$ cat config.mk
export PLATFORM = sky130hd
export DESIGN_NAME = target_hit_judge
export DESIGN_NICKNAME = d
export VERILOG_FILES = /design/src/rtl/target_hit_judge.sv
export SDC_FILE = /design/constraint.sdc
export NUM_CORES = 1
export LEC_CHECK = 0
export ABC_AREA = 1
export CORE_UTILIZATION = 40
export CTS_CLUSTER_SIZE = 14
export DETAILED_ROUTE_END_ITERATION = 8
export GPL_TIMING_DRIVEN = 0
export PLACE_DENSITY = 0.62
export SETUP_SLACK_MARGIN = 0.3
export SYNTH_ARGS = -nofsm -noshare
export SYNTH_HDL_FRONTEND = slang
export SYNTH_SLANG_ARGS = --single-unit
$ cat constraint.sdc
create_clock -name clk -period 7.9 [get_ports clk]
set_input_delay 1.58 -clock clk [delete_from_list [all_inputs] [get_ports clk]]
set_output_delay 1.58 -clock clk [all_outputs]
set_load 0.005 [all_outputs]
$ cat src/rtl/target_hit_judge.sv
// ============================================================================
// Module   : target_hit_judge
// Brief    : Reaction-game round controller; scores synchronized switch rises
//            against a target mask with a per-round timeout.
// Revision : 1.0 - initial release
// ============================================================================
`default_nettype none

module target_hit_judge #(
  parameter int TIMEOUT_CYCLES = 50_000_000,
  parameter int SCORE_W        = 8
) (
  input  logic               clk,
  input  logic               rst_n,
  input  logic               run,
  input  logic               clear_score,
  input  logic [17:0]        led_mask,
  input  logic [17:0]        sw,
  output logic               step,
  output logic [17:0]        led_out,
  output logic [SCORE_W-1:0] hits,
  output logic [SCORE_W-1:0] misses,
  output logic               round_done,
  output logic               busy
);

  localparam int                 c_cnt_w    = (TIMEOUT_CYCLES > 1) ? $clog2(TIMEOUT_CYCLES) : 1;
  localparam logic [c_cnt_w-1:0] c_cnt_last = c_cnt_w'(TIMEOUT_CYCLES - 1);

  typedef enum logic [2:0] {
    S_IDLE  = 3'd0,
    S_REQ   = 3'd1,
    S_LOAD  = 3'd2,
    S_ARMED = 3'd3,
    S_DONE  = 3'd4
  } state_t;

  state_t               r_state;
  state_t               w_state_next;
  logic [17:0]          r_sw_meta;
  logic [17:0]          r_sw_sync;
  logic [17:0]          r_sw_dly;
  logic [17:0]          r_target;
  logic [c_cnt_w-1:0]   r_count;
  logic [SCORE_W-1:0]   r_hits;
  logic [SCORE_W-1:0]   r_misses;

  logic [17:0]          w_rise;
  logic [17:0]          w_hit_bits;
  logic [17:0]          w_miss_bits;
  logic [17:0]          w_remaining;
  logic                 w_timeout;
  logic [4:0]           w_hit_add;
  logic [4:0]           w_miss_add;

  function automatic logic [4:0] f_popcount(input logic [17:0] v);
    logic [4:0] n;
    n = '0;
    for (int i = 0; i < 18; i++) begin
      n = n + {4'd0, v[i]};
    end
    return n;
  endfunction

  // The whole cycle's total goes through one add so saturation is exact.
  function automatic logic [SCORE_W-1:0] f_sat_add(input logic [SCORE_W-1:0] a,
                                                   input logic [4:0]         b);
    logic [SCORE_W+4:0] s;
    s = {5'd0, a} + {{SCORE_W{1'b0}}, b};
    if (s > {5'd0, {SCORE_W{1'b1}}}) begin
      return {SCORE_W{1'b1}};
    end
    return s[SCORE_W-1:0];
  endfunction

  always_ff @(posedge clk or negedge rst_n) begin
    if (!rst_n) begin
      r_sw_meta <= '0;
      r_sw_sync <= '0;
      r_sw_dly  <= '0;
    end else begin
      r_sw_meta <= sw;
      r_sw_sync <= r_sw_meta;
      r_sw_dly  <= r_sw_sync;
    end
  end

  assign w_rise      = r_sw_sync & ~r_sw_dly;
  assign w_hit_bits  = w_rise & r_target;
  assign w_miss_bits = w_rise & ~r_target;
  assign w_remaining = r_target & ~w_hit_bits;
  assign w_timeout   = (r_count == c_cnt_last);

  always_ff @(posedge clk or negedge rst_n) begin
    if (!rst_n) begin
      r_state <= S_IDLE;
    end else begin
      r_state <= w_state_next;
    end
  end

  always_comb begin
    w_state_next = r_state;
    w_hit_add    = '0;
    w_miss_add   = '0;
    case (r_state)
      S_IDLE:  if (run) w_state_next = S_REQ;
      S_REQ:   w_state_next = S_LOAD;
      S_LOAD:  w_state_next = (led_mask == '0) ? S_DONE : S_ARMED;
      S_ARMED: begin
        w_hit_add  = f_popcount(w_hit_bits);
        w_miss_add = f_popcount(w_miss_bits);
        if (w_remaining == '0) begin
          w_state_next = S_DONE;
        end else if (w_timeout) begin
          // Targets still lit when time runs out are scored as misses.
          w_state_next = S_DONE;
          w_miss_add   = f_popcount(w_miss_bits) + f_popcount(w_remaining);
        end
      end
      S_DONE:  w_state_next = run ? S_REQ : S_IDLE;
      default: w_state_next = S_IDLE;
    endcase
  end

  always_ff @(posedge clk or negedge rst_n) begin
    if (!rst_n) begin
      r_target <= '0;
      r_count  <= '0;
    end else if (r_state == S_LOAD) begin
      r_target <= led_mask;
      r_count  <= '0;
    end else if (r_state == S_ARMED) begin
      r_target <= w_remaining;
      r_count  <= r_count + 1'b1;
    end
  end

  always_ff @(posedge clk or negedge rst_n) begin
    if (!rst_n) begin
      r_hits   <= '0;
      r_misses <= '0;
    end else if (clear_score) begin
      r_hits   <= '0;
      r_misses <= '0;
    end else begin
      r_hits   <= f_sat_add(r_hits, w_hit_add);
      r_misses <= f_sat_add(r_misses, w_miss_add);
    end
  end

  assign step       = (r_state == S_REQ);
  assign round_done = (r_state == S_DONE);
  assign busy       = (r_state != S_IDLE);
  assign led_out    = (r_state == S_ARMED) ? r_target : '0;
  assign hits       = r_hits;
  assign misses     = r_misses;

endmodule

`default_nettype wire

==> results.toml <==
[layout]
stdcell_count = 1125
num-fill-cells = 1594
drive_gt1_share_pct = 11.82
syn2layout_area_growth_pct = 27.99
fin_nets = 1009
layout_commonest_cell = "inv_1"
diodes = 0
layout_common_cells = "inv_1, nand2_1, dfrtp_1"
ff_latch_area_sq_um = 2928
multiInputGateArea_sq_um = 3542

[clocking]
cts_tree = "yes"
cts_buffers = 17
clockBufferDepth = 2
cts_sinks = 117
cts-root-buf = "clkbuf_16"
clock_latency_ns = 0.42
clkTransAtPathRegs_ns = 0.06
htreeDepth = 4
ctsHoldBuffers = 0

[die]
die_width_microns = 133.8
io_pins = 77
coreArea_sq_um = 16760
start_util_pct = 41.45
die-area_sq_um = 17900
rows = 47
die_h_microns = 133.8

[pwr]
pwr-share-comb_pct = 62.1
switching_share_pct = 42.21
pwr-share-clk_pct = 20.7
peakVddDrop_mv = 0.5649
power.total_w = 0.004351
power_frac_seq_pct = 17.2
pwr_density_cell_nw_per_um2 = 489.3
power.internal_w = 0.002514
power_leakage_nw = 4.355
switching_power_w = 0.001836

[route]
vias_per_cell = 4.797
drc = 0
drt_first_pass_iters = 5
drt_first_iter_violations = 319
vias = 5397
ant_nets = 0
wirelength_microns = 16700
wl_per_cell_microns = 14.85

[timing]
tightest_slew_ns = 0.6726
setup_slack_ns = -0.05175
fin_skew_ns = 0.006767
max-slew-margin-rel_pct = 55.16
fmax_ghz = 0.1258
setup_viol = 3
period_minus_slack_ns = 7.952
period_share_pct = 100.7
finalHoldViolCount = 0
rsz0062_at_grt = "true"
drv_slew = 0

[placed_design]
place_inst = 1086
dp_hpwl_microns = 12550
routabilityCongestion = 0.8639
portBuffers = 76

[global_route]
grt_max_degree = 64
grt.total_usage_pct = 20.13
antenna_found_initial = 0
overflow = 0
first_global_vias = 5424
grt_pass1_wl_microns = 27510

[yosys]
synth.net_count = 906
ys_async_sr_fraction_pct = 100.0
syn_area_sq_um = 6947
synth_edf_count = 0
ys_ff_latch = 117
synthFlopType = "dfrtp_1"
yosys.cell_types.count = 38
synth.yosys.seq_area_share_pct = 42.15
ys_warn_count = 0
synth_cells = 789
syn_avg_cell_area_sq_um = 8.804

[status]
run_status = "complete, but fails checks"
violations = "negative setup slack"

[critical_path]
cp-start-kind = "register"
crit_fanout = 4
slowest_stage = "fa_1"
crit_type = "register to register"
worstPathArrival_ns = 8.26
cp_data_required_time_ns = 8.21
ff2ff_setup_slack_ns = -0.05
crit_top_cell = "fa_1"
end_kind = "register"
cpPeakStageDelay_ns = 0.59

[job]
maxCapViolCount = 0

[worst_hold_path]
hold_class = "register to register"
==> metrics by stage <==
step | setup TNS, ns | hold WS (ns) | area, sq um | setup slack (ns) | utilization (%)
floorplan | 0 | 0.3312 | 6973 | 0.3035 | -
finish | -0.07724 | 0.3428 | 8891 | -0.05175 | 53.05
global route | -2.329 | 0.3442 | 8891 | -0.3630 | 53.05
CTS | 0 | 0.3449 | 8805 | 0.0009441 | 52.53
global placement | -1.224 | 0.3312 | 8009 | -0.2197 | 47.79
detailed placement | -1.332 | 0.3347 | 8038 | -0.2449 | 47.96
==> power by group through the flow <==
stage / Combinational [W] / Clock (W) / Sequential [W]
6_report: 0.00270 / 0.000899 / 0.000749
5_1_grt: 0.00315 / 0.000934 / 0.000762
4_1_cts: 0.00255 / 0.000911 / 0.000748
3_5_place_dp: 0.00254 / 0 / 0.000756
3_3_place_gp: 0.00252 / 0 / 0.000754
2_1_floorplan: 0.00190 / 0 / 0.000742
==> repair_timing <==
item,4_1_cts,5_1_grt
buffers inserted,4,3
endpoints found under the setup margin,8,8
pin swaps,5,3
hold endpoints to repair,0,0
gates resized for setup,14,13
==> cells by family (layout without fill, tap and decap cells) <==
| group | count (synthesis) | after routing | share of synthesized area, % |
|---|---|---|---|
| adders and majority gates | 77 | 77 | 18.08 |
| xor gates and xnor gates | 8 | 8 | 1.009 |
| AOI/OAI and AO/OA | 110 | 110 | 9.006 |
| buffers and inverters | 161 | 277 | 8.916 |
| DFF | 117 | 117 | 42.15 |
| and+or+nand+nor | 316 | 316 | 20.84 |
==> Yosys cell counts, types with 3 or more instances <==
master,instances,area (sq um)
a22oi_1,13,97.59
fa_1,39,780.8
a31oi_1,6,37.54
buf_2,6,30.03
nor2_4,3,33.78
clkbuf_1,4,15.01
nor3_2,4,40.04
o221ai_1,5,43.79
nand3_1,46,230.2
nor4_1,3,18.77
xnor2_1,4,35.03
inv_1,139,521.8
nor3_1,14,70.07
inv_2,11,41.29
a21boi_0,3,22.52
ha_1,38,475.5
nand4_1,6,37.54
o21ai_0,33,165.2
a21oi_1,41,205.2
dfrtp_1,117,2928
nor2_1,86,322.8
xor2_1,4,35.03
o21ai_1,6,30.03
nand3b_1,5,37.54
nand2_2,3,18.77
nor2_2,4,25.02
nand2_1,131,491.7
==> metal layers <==
layer / wire [microns] / global-route usage, %
met2: 7478 / 30.48
met5: 0 / 0
met1: 8110 / 28.70
met4: 186 / 6.313
met3: 929 / 4.422
==> critical path, delay by kind of cell (launching register included) <==
| kind | cells | cell delay, ns |
|---|---|---|
| buffers and inverters | 4 | 0.23 |
| flip-flops | 1 | 0.39 |
| XOR/XNOR | 1 | 0.14 |
| adder cells (fa/ha/maj) | 13 | 5.81 |
| AND/OR/NAND/NOR | 12 | 0.96 |
| AO/OA/AOI/OAI | 2 | 0.33 |
==> final cells by class <==
class	instances	area share, %
well taps	220	3.096
inverters	150	6.333
multi-input cells	511	39.84
clock inverters	8	2.167
plain buffers	11	0.6333
clock buffers	24	5.531
repair buffers	84	9.471
flip-flops and latches	117	32.93
==> final timing paths <==
kind,cells after the start,start,to
max,32,r_sw_sync[11],misses[7]
min,0,r_sw_meta[11],r_sw_sync[11]
max reg2reg,32,r_sw_sync[11],misses[7]
min reg2reg,0,r_sw_meta[11],r_sw_sync[11]
max in group asynchronous,2,rst_n,r_count[18]
min in group asynchronous,1,rst_n,r_sw_sync[11]
==> state kept, by name, indices dropped and copies added (netlist names) <==
name	flops
r_sw_sync	18
r_sw_meta	18
r_target	18
r_count	26
r_sw_dly	18
hits	8
r_state	3
misses	8
(Power assumes the default switching activity.)
